[src/rtl/stopwatch_ctrl.sv]
// stopwatch_ctrl
// Control FSM for a 4-digit BCD stopwatch built around an external
// cascaded decade-counter chain.
//
// Parameters:
//   DIV        clk cycles per count tick (2..2^20)
// Ports:
//   clk        system clock, rising-edge active
//   cr         asynchronous active-high reset
//   key_start  debounced start/stop button level (asynchronous)
//   key_lap    debounced lap button level (asynchronous)
//   key_clr    debounced clear button level (asynchronous)
//   bcd_in     live BCD count from the counter chain, [15:12] most significant
//   cnt_en     count-enable pulse to the least-significant decade counter
//   cnt_clr    one-cycle clear request to the counter chain
//   disp       BCD value for the display driver
//   state      FSM state (IDLE=00, RUN=01, STOP=10, LAP=11)
//   ovf        sticky overflow flag
module stopwatch_ctrl #(
    parameter int DIV = 500000
) (
    input  logic        clk,
    input  logic        cr,
    input  logic        key_start,
    input  logic        key_lap,
    input  logic        key_clr,
    input  logic [15:0] bcd_in,
    output logic        cnt_en,
    output logic        cnt_clr,
    output logic [15:0] disp,
    output logic [1:0]  state,
    output logic        ovf
);

    localparam logic [1:0] IDLE = 2'b00;
    localparam logic [1:0] RUN  = 2'b01;
    localparam logic [1:0] STOP = 2'b10;
    localparam logic [1:0] LAP  = 2'b11;

    localparam int PW = 20;
    localparam logic [PW-1:0] PRESC_MAX = PW'(DIV - 1);

    // Key vectors are ordered {clr, lap, start}.
    logic [2:0]    keys;
    logic [2:0]    sync1;
    logic [2:0]    sync2;
    logic [2:0]    prev;
    logic [2:0]    armed;
    logic [1:0]    settle;
    logic [2:0]    key_edge;
    logic [PW-1:0] presc;
    logic [15:0]   lap_reg;
    logic          running;
    logic          tick;
    logic          overflow;
    logic          ev_start;
    logic          ev_lap;
    logic          ev_clr;
    logic [1:0]    state_nxt;
    logic          ovf_nxt;
    logic          lap_load;
    logic          clr_act;

    assign keys = {key_clr, key_lap, key_start};

    // A key only acts on a rising edge seen after the synchronizer has
    // refilled following reset and the key has been observed low. This
    // keeps a button held through reset release from firing an event.
    assign key_edge = sync2 & ~prev & armed;

    // Priority clr > start > lap; only the winner is ever considered.
    assign ev_clr   = key_edge[2];
    assign ev_start = key_edge[0] & ~key_edge[2];
    assign ev_lap   = key_edge[1] & ~key_edge[2] & ~key_edge[0];

    assign running  = (state == RUN) || (state == LAP);
    assign tick     = running && (presc == PRESC_MAX);
    assign overflow = tick && (bcd_in == 16'h9999);
    assign cnt_en   = tick && !overflow;
    assign disp     = (state == LAP) ? lap_reg : bcd_in;

    // Next-state logic. An overflow tick overrides any key event that
    // arrives in the same cycle and parks the watch in STOP.
    always_comb begin
        state_nxt = state;
        ovf_nxt   = ovf;
        lap_load  = 1'b0;
        clr_act   = 1'b0;
        if (overflow) begin
            state_nxt = STOP;
            ovf_nxt   = 1'b1;
        end else begin
            case (state)
                IDLE: begin
                    if (ev_clr) begin
                        clr_act = 1'b1;
                    end else if (ev_start) begin
                        state_nxt = RUN;
                    end
                end
                RUN: begin
                    if (ev_start) begin
                        state_nxt = STOP;
                    end else if (ev_lap) begin
                        state_nxt = LAP;
                        lap_load  = 1'b1;
                    end
                end
                LAP: begin
                    if (ev_start) begin
                        state_nxt = STOP;
                    end else if (ev_lap) begin
                        state_nxt = RUN;
                    end
                end
                default: begin
                    if (ev_clr) begin
                        state_nxt = IDLE;
                        ovf_nxt   = 1'b0;
                        clr_act   = 1'b1;
                    end else if (ev_start && !ovf) begin
                        state_nxt = RUN;
                    end
                end
            endcase
        end
    end

    // Key synchronizers, edge detectors and the post-reset arming logic.
    always_ff @(posedge clk or posedge cr) begin
        if (cr) begin
            sync1  <= 3'b000;
            sync2  <= 3'b000;
            prev   <= 3'b000;
            armed  <= 3'b000;
            settle <= 2'd0;
        end else begin
            sync1 <= keys;
            sync2 <= sync1;
            prev  <= sync2;
            if (settle != 2'd2) begin
                settle <= settle + 2'd1;
            end
            armed <= armed | ({3{settle == 2'd2}} & ~sync2);
        end
    end

    // Prescaler runs only while counting and sits at zero otherwise, so
    // every resumed run starts with a full tick period.
    always_ff @(posedge clk or posedge cr) begin
        if (cr) begin
            presc <= '0;
        end else if (running && !(presc == PRESC_MAX)) begin
            presc <= presc + 1'b1;
        end else begin
            presc <= '0;
        end
    end

    // FSM state, sticky overflow, lap capture and registered clear pulse.
    always_ff @(posedge clk or posedge cr) begin
        if (cr) begin
            state   <= IDLE;
            ovf     <= 1'b0;
            lap_reg <= 16'h0000;
            cnt_clr <= 1'b0;
        end else begin
            state   <= state_nxt;
            ovf     <= ovf_nxt;
            cnt_clr <= clr_act;
            if (lap_load) begin
                lap_reg <= bcd_in;
            end
        end
    end

endmodule

[config.mk]
export PLATFORM = sky130hd
export DESIGN_NAME = stopwatch_ctrl
export DESIGN_NICKNAME = d
export VERILOG_FILES = /design/src/rtl/stopwatch_ctrl.sv
export SDC_FILE = /design/constraint.sdc
export NUM_CORES = 1
export LEC_CHECK = 0
export CAP_MARGIN = 5
export CORE_MARGIN = 3
export CORE_UTILIZATION = 40
export CTS_CLUSTER_DIAMETER = 30
export DETAILED_ROUTE_END_ITERATION = 16
export PLACE_DENSITY = 0.65
export SLEW_MARGIN = 30
export SYNTH_ARGS = -nofsm -noshare
export SYNTH_HDL_FRONTEND = slang
export SYNTH_SLANG_ARGS = --single-unit
[constraint.sdc]
create_clock -name clk -period 2.3 [get_ports clk]
set_input_delay 0.23 -clock clk [delete_from_list [all_inputs] [get_ports clk]]
set_output_delay 0.23 -clock clk [all_outputs]
set_load 0.01 [all_outputs]
# Word-level counts from Yosys, hierarchy flattened

Cells that the tools add are included.

Add/sub/neg operators: 2
Multiply operators: 0
Divide/modulo/power cells: 0
Magnitude comparators: 0
Equal/unequal tests: 11
Shifts and indexed selects: 0
Mux-type cells: 22
Bitwise gates (word level): 11
Reduce and logical (&&, ||, !) cells: 16

Operator list:

| kind                                                                     | number |
|---|---|
| 20-bit by 1-bit adder with 20-bit output (second input constant)         | 1 |
| 20-bit by 19-bit equality test with 1-bit output (second input constant) | 1 |
| 20-bit 2-to-1 mux                                                        | 1 |
| 2-bit 2-to-1 mux                                                         | 9 |
| 16-bit equality test (second input constant)                             | 1 |
| 16-bit 2-to-1 mux                                                        | 1 |
| 1-bit 2-to-1 mux                                                         | 10 |
| 3-bit AND                                                                | 3 |
| 4-bit inequality test (second input constant)                            | 2 |
| 3-bit inequality test (second input constant)                            | 2 |
| 3-bit inverter                                                           | 2 |
| 2-bit one-hot mux with 3 select lines                                    | 1 |
| 6-bit nonzero test                                                       | 1 |
| 1-bit logical AND                                                        | 5 |
| 5-bit AND reduction                                                      | 1 |
| 2-bit equality test (second input constant)                              | 2 |
| 1-bit AND                                                                | 3 |
| 1-bit logical NOT                                                        | 3 |
| 3-bit OR                                                                 | 1 |
| 3-bit OR reduction                                                       | 1 |
| 2-bit by 1-bit adder with 2-bit output (second input constant)           | 1 |
| 2-bit by 1-bit equality test with 1-bit output (second input constant)   | 1 |
| 2-bit logical NOT                                                        | 1 |
| 2-bit by 1-bit inequality test with 1-bit output (second input constant) | 1 |
| 6 further kinds                                                          | 7 |

Flip-flop bits (word level): 54
Latch bits: 0
Bits in writable memories: 0
Bits in read-only memories: 0
Input port bits: 21
Output and inout bits: 21
Word-level logic and storage cells: 72
Memories kept: 0

# Depth between registers and ports, before layout

Gate-level depths: netlist of the first run.

Depth after elaboration: 10
Mapped depth: 7
Mapped depth without buffers: 6

# Worst setup path before layout of the first run

OpenSTA, ideal clock, no wires.

Path kind: register to register
Start: reg presc[5]
End: reg lap_reg[0]
Setup time: 125 ps
Arrival time: 2,011 ps
Slack: 164 ps
Stages on the path, launching flop included: 8
Period minus slack after synthesis: 2,136 ps
Cells stage by stage: dfrtp_1 -> buf_6 -> or4_4 -> nor4_4 -> nand3_2 -> nand4_4 -> buf_12 -> mux2_4

Cells in the longest elaborated chain, start to end: 4

RTL lines:

| what                                             | line | RTL |
|---|---|---|
| from (decl)                                      | 51   | `logic [PW-1:0] presc;` |
| from (signal assigned)                           | 154  | `presc <= presc + 1'b1;` |
| 20-bit by 19-bit equality test with 1-bit output | 77   | `assign tick = running && (presc == PRESC_MAX);` |
| 1-bit logical AND                                | 77   |  |
| 1-bit logical AND                                | 78   | `assign overflow = tick && (bcd_in == 16'h9999);` |
| 1-bit 2-to-1 mux                                 | 89   | `if (overflow) begin` |
| to (signal assigned)                             | 172  | `lap_reg <= bcd_in;` |
| to (decl)                                        | 52   | `logic [15:0] lap_reg;` |

Every way passes these cells.
A chain may end at the register's enable or synchronous reset.

# Final worst setup path of the first run

Start: reg presc[5]
End: reg lap_reg[6]

The elaborated chain is that of the path after synthesis.

==> metrics.md, run 1 <==
| Metric | Value |
|---|---|
| Initial antenna violation count | 0 |
| Most numerous cell in the Yosys netlist | dfrtp_1 |
| Worst Tran Pin Value | 541 ps |
| Post-Syn Area | 2560 sq um |
| Data arrival time of the critical path | 2420 ps |
| Die Span X | 86.0 um |
| Nets | 300 |
| Gr ovfl total | 0 |
| Layout cells sized above 1 | 24.8% |
| Rel. slew slack | 63.9% |
| RSZ-0062 raised after global routing | true |
| Number of global-route vias before repair | 1831 |
| Core area | 6060 sq um |
| Most used DFF post-synth | dfrtp_1 |
| CTS tree | yes |
| ANT cells | 0 |
| Layout Skew | 7.21 ps |
| Buf+Inv Stages, Crit Path | 2 |
| Die Height | 86.0 um |
| Routed WL | 4760 um |
| Register bit total from synthesis | 54 |
| Routability cong. | 0.728 |
| Yosys warns | 0 |
| Post-CTS Hold Fix Bufs | 0 |
| Routed wire length per instance | 13.5 um |
| CP max stage delay | 540 ps |
| Crit-path slowest cell | or4_4 |
| Root Driver | clkbuf_8 |
| Final Cycle Share | 96.2% |
| Drt drc | 0 |
| Post-synth EDFFs | 0 |
| Avg Inst Size Synth | 12.0 sq um |
| Initial drt markers | 88 |
| Final Max Slew Viols | 0 |
| First-pass GRT wire length | 8270 um |
| Peak supply drop | 0.451 mV |
| Max clock buf depth | 2 |
| Synth-to-Final Area Change | 30.3% |
| Rows | 28 |
| Max FFs per register | 20 |
| Fmax | 0.452 GHz |
| Starting Density | 42.3% |
| CP Cell Sequence | or4_4 -> nor4_4 -> buf_4 -> nand3_4 -> nand4_4 -> clkbuf_16 -> mux2_4 |
| Fin util | 55.1% |
| DR vias | 1748 |
| Synth Instances | 213 |
| CP Launch Type | flop |
| Kind of critical path | flop to flop |
| Post-placement worst setup slack | -99.6 ps |
| Clock buffer count from CTS | 5 |
| Reg2reg start | presc[5] |
| CP required | 2510 ps |
| Worst Setup Slack, final | 87.7 ps |
| Hold Vio Cnt, Final | 0 |
| Pwr per Cell Area | 748 nW/um^2 |
| Post-route ant nets | 0 |
| Dominant cell type by area after synthesis | dfrtp_1 |
| FF-to-FF path depth | 7 |
| Die ar. | 7400 sq um |
| Worst Hold Class | input pin to asynchronous set/reset pin |
| Post-layout min period | 2210 ps |
| I/O pin cnt | 42 |
| CP Capture Type | flop |
| IO Port Bufs | 41 |
| Drt pass-1 iters | 4 |
| Via density | 4.95 |
| Gr usage total | 14.0% |
| Top cell type's share of synthesized area | 52.7% |
| FF-to-FF End | lap_reg[6] |
| Delay-heaviest family, CP | simple AND/OR/NAND/NOR gates |
| H-tree levels | 2 |
| Syn_nets | 236 |
| Clk_lat worst skew | 310 ps |
| Largest net degree at the start of global routing | 31 |
| Post-synth top cells | 54 x dfrtp_1, 29 x nor2_1, 22 x mux2_2 |
| Distinct cells, synth | 37 |
| FF-to-FF setup slack | 90 ps |
| Setup Viol. Count Final | 0 |
| Clk slew on worst S/H paths | 100 ps |
| Sink Count | 54 |
| Async SR Flop Fraction | 100% |
| Post-DP HPWL | 3380 um |
| Critical path fanouts, max | 5 |
| Leakage | 1.49 nW |
| Synth area leaders | dfrtp_1 53%, mux2_2 9.7%, mux2_4 5.9%, xor2_1 4.8%, nor2_1 4.2% |
| Status | completed |
| Max-cap violations | 0 |
| Post-synthesis sequential area ratio | 52.7% |
[worst max-delay path by stage]
| stage | from | slack [ps] | to | cells past startpoint |
|---|---|---|---|---|
| after floorplan | presc[5] | 160 | lap_reg[0] | 7 |
| after global placement | bcd_in[3] | -30 | lap_reg[11] | 6 |
| after detailed placement | bcd_in[3] | -100 | lap_reg[12] | 6 |
| after CTS | presc[12] | 10 | cnt_en | 5 |
| after global routing | presc[5] | -3 | lap_reg[4] | 7 |
| final | presc[5] | 90 | lap_reg[6] | 7 |
[per-layer routing]
layer / up-vias / routed length (um) / track usage [%]
met5: - / 0 / 0
met4: 0 / 24 / 3.02
met3: 2 / 224 / 4.42
met2: 34 / 2350 / 24.0
met1: 837 / 2160 / 17.4
li1: 875 / - / -
[power breakdown]
part	switching [mW]	internal, mW	leakage [nW]
sequential	0.112	1.13	0.676
combinational	0.249	0.432	0.766
clock	0.341	0.228	0.0506
[worst register-to-register path, stage by stage, from the launching register on]
cell       delay [ps]
dfrtp_1           390
or4_4             540
nor4_4            290
buf_4             170
nand3_4            80
nand4_4           170
clkbuf_16         180
mux2_4            290
[cells in the final DEF (no fill, tap or decap), types with 4 or more instances in the layout]
cell type / n
nand2_1: 16
nor4bb_1: 4
clkdlybuf4s50_1: 40
inv_1: 7
nand4_1: 7
clkbuf_8: 5
xor2_1: 14
buf_4: 15
mux2_2: 21
dfrtp_1: 54
mux2_4: 11
nand3_1: 9
and3_1: 4
xnor2_1: 5
nor2_1: 29
[final cells by class]
type | count | area [sq um]
clock inverters | 3 | 28.8
clock buffers | 5 | 68.8
fillers | 536 | 2720
flip-flops and latches | 54 | 1350
multi-input cells | 146 | 1150
well taps | 75 | 93.8
inverters | 8 | 30.0
repair buffers | 62 | 617
[repair_timing]
| item | CTS | global route |
|---|---|---|
| pin swaps | 1 | 3 |
| setup endpoints to repair | 1 | 23 |
| buffers inserted | 4 | 3 |
| gates resized for setup | 3 | 6 |
| cloned | 0 | 1 |
[per-stage QoR]
stage          setup TNS [ps]  std cells  area, sq um  hold slack [ps]  total power [mW]
2_1_floorplan               0        213         2560              261              1.65
5_1_grt                 -8.42        353         3340              318              2.65
3_5_place_dp            -1130        337         3130              336              1.93
3_3_place_gp             -172        337         3130              331              1.91
4_1_cts                     0        349         3270              292              2.51
6_report                    0        353         3340              274              2.50
[kinds of logic (layout without fill, tap and decap cells)]
kind of cell,after synthesis,count (layout),synth area share [%]
AO/OA/AOI/OAI,9,9,2.73
XOR/XNOR,19,19,6.49
adder cells (fa/ha/maj),2,2,0.976
buffers and inverters,13,78,2.98
flip-flops,54,54,52.7
multiplexers,33,33,15.9
AND/OR/NAND/NOR,83,83,18.2
Power figures use the tool's default switching activity.
==> inputs of run 2 (changes only) <==
--- a/config.mk
+++ b/config.mk
@@ -7,10 +7,10 @@
 export LEC_CHECK = 0
 export CAP_MARGIN = 5
 export CORE_MARGIN = 3
-export CORE_UTILIZATION = 40
+export CORE_UTILIZATION = 48
 export CTS_CLUSTER_DIAMETER = 30
 export DETAILED_ROUTE_END_ITERATION = 16
-export PLACE_DENSITY = 0.65
+export PLACE_DENSITY = 0.76
 export SLEW_MARGIN = 30
 export SYNTH_ARGS = -nofsm -noshare
 export SYNTH_HDL_FRONTEND = slang
==> run 2 against run 1 <==
  * Clock power is 13% higher
  * Die area is 16% lower
  * Total power increased by 2.7%
  * Final cell count down 3.7%
  * Worst hold slack improved by 4.5 ps
  * Global-route usage up 2.3 points
  * Critical path depth shrank 3
  * Utilization rose by 11 points
  * First-iteration DRC count shrank 10%
  * Fmax increased by 2.1%
  * Setup slack gained 45 ps
  * Highest routed layer unchanged
==> metrics.md, run 2 (synthesized netlist as in run 1, its figures left out) <==
| Metric | Value |
|---|---|
| Critical path fanouts, max | 18 (+13) |
| Largest net degree at the start of global routing | 55 (+77%) |
| Initial drt markers | 79 (-10%) |
| Max clock buf depth | 2 (unchanged) |
| Worst Tran Pin Value | 444 ps (-97.2 ps) |
| Starting Density | 51.8% (+9.6 points) |
| Fin util | 66.4% (+11 points) |
| Leakage | 1.45 nW (-2.9%) |
| Hold Vio Cnt, Final | 0 (unchanged) |
| Non-Filler Instances | 340 (-3.7%) |
| Pwr per Cell Area | 781 nW/um^2 (+4.4%) |
| Worst Hold Class | input pin to asynchronous set/reset pin |
| ANT cells | 0 (unchanged) |
| First-pass GRT wire length | 8110 um (-2.0%) |
| Rows | 25 (-11%) |
| Worst Setup EP | disp[4] |
| Final setup TNS | 0 ps (unchanged) |
| Layout Skew | 9.46 ps (+2.25 ps) |
| Kind of critical path | flop to output port |
| Total Power | 2.56 mW (+2.7%) |
| Clock buffer count from CTS | 5 (unchanged) |
| Die Span X | 79.1 um (-8.1%) |
| Setup Viol. Count Final | 0 (unchanged) |
| Status | completed |
| Reg2reg start | presc[12] |
| Gr usage total | 16.4% (+2.3 points) |
| Routability cong. | 0.795 (+9.2%) |
| Peak supply drop | 0.422 mV (-6.4%) |
| RSZ-0062 raised after global routing | false |
| Clk slew on worst S/H paths | 100 ps (about the same) |
| CP Capture Type | output port |
| Gr ovfl total | 0 (unchanged) |
| Drt drc | 0 (unchanged) |
| Commonest cells after routing, fill and taps aside | 54 x dfrtp_1, 40 x clkdlybuf4s50_1, 29 x nor2_1 |
| Placed instance count | 330 (-2.1%) |
| Root Driver | clkbuf_8 |
| Post-layout min period | 2170 ps (-45.4 ps) |
| Routed wire length per instance | 14.3 um (+6.1%) |
| FF-to-FF setup slack | 130 ps (+50 ps) |
| Max FFs per register | 20 (unchanged) |
| Final Cycle Share | 94.2% (-2.0 points) |
| Drt pass-1 iters | 4 (unchanged) |
| Die Height | 79.1 um (-8.1%) |
| Synth-to-Final Area Change | 28.1% |
| FF-to-FF End | lap_reg[13] |
| Final instance area | 3280 sq um (-1.7%) |
| Sink Count | 54 (unchanged) |
| Rel. slew slack | 70.3% (+6.4 points) |
| IO Port Bufs | 41 (unchanged) |
| H-tree levels | 2 (unchanged) |
| Number of global-route vias before repair | 1765 (-3.6%) |
| Max-cap violations | 0 (unchanged) |
| CP Launch Type | flop |
| Placed instance area | 3130 sq um (about the same) |
| I/O pin cnt | 42 (unchanged) |
| Post-route ant nets | 0 (unchanged) |
| Worst Setup SP | state[1] |
| CTS tree | yes |
| Die ar. | 6250 sq um (-16%) |
| Core area | 4940 sq um (-18%) |
| Final Max Slew Viols | 0 (unchanged) |
| Layout cells sized above 1 | 23.4% (-1.4 points) |
| FF-to-FF path depth | 6 (-1) |
| Initial antenna violation count | 0 (unchanged) |
| Routed WL | 4870 um (+2.2%) |
| Via density | 5.13 (+3.6%) |
| Nets | 295 (-1.7%) |
| Most common cell after layout, fill and taps aside | dfrtp_1 |
| Clk_lat worst skew | 300 ps (about the same) |
| DR vias | 1744 (-0.23%) |
| CP required | 2070 ps (-440 ps) |
| Fmax | 0.461 GHz (+2.1%) |
| Post-DP HPWL | 3420 um (+1.1%) |
| Data arrival time of the critical path | 1940 ps (-480 ps) |
[run 2: cell types whose count changed in the layout (fill, tap and decap cells not counted), sizes merged]
cell | before | now
bufinv | 0 | 1
nand4 | 8 | 9
clkbuf | 7 | 6
inv | 10 | 9
buf | 20 | 15
[run 2: worst max-delay path: stages, from the launching register on]
cell	delay (ps)
dfrtp_1	460
nand2_1	110
buf_6	200
mux2_2	360
clkdlybuf4s50_1	490
[run 2: worst min path at each step]
| stage | startpoint | to | slack (ps) | cells past startpoint |
|---|---|---|---|---|
| 3_3_place_gp | sync1[0] | sync2[0] | 330 | 0 |
| 2_1_floorplan | key_start | sync1[0] | 260 | 0 |
| 3_5_place_dp | sync1[0] | sync2[0] | 340 | 0 |
| 4_1_cts | cr | presc[18] | 280 | 3 |
| 5_1_grt | cr | cnt_clr | 300 | 3 |
| 6_report | cr | lap_reg[2] | 280 | 3 |
[run 2: cell type report]
| type | count | area, sq um |
|---|---|---|
| fill | 420 | 1660 |
| inverter | 8 | 30.0 |
| sequential | 54 | 1350 |
| multi-input combinational | 147 | 1170 |
| clock buffer | 5 | 68.8 |
| tap | 67 | 83.8 |
| clock inverter | 3 | 47.5 |
| timing repair buffer | 56 | 534 |
[run 2: where the power goes]
| group | switching, mW | internal (mW) | total [mW] | leakage, nW |
|---|---|---|---|---|
| combinational | 0.256 | 0.416 | 0.672 | 0.714 |
| clock | 0.311 | 0.330 | 0.641 | 0.0587 |
| sequential | 0.116 | 1.13 | 1.25 | 0.676 |
[run 2: what timing repair did]
action / CTS / global route
setup buffers: 1 / 0
gates resized for setup: 3 / 4
gates cloned: 0 / 1
setup endpoints to repair: 1 / 19
hold buffers: 0 / 0
pin swaps: 2 / 0
[run 2: layer usage]
| layer | routed length (um) | GRT usage [%] |
|---|---|---|
| met4 | 47 | 3.61 |
| met5 | 0 | 0 |
| met3 | 203 | 4.20 |
| met2 | 2480 | 27.0 |
| met1 | 2130 | 21.8 |
[run 2: per-stage QoR]
stage | hold WS [ps] | setup slack, ps
2_1_floorplan | 261 | 164
3_3_place_gp | 332 | 4.02
3_5_place_dp | 336 | -18.0
4_1_cts | 283 | 10.8
5_1_grt | 305 | 38.1
6_report | 278 | 133
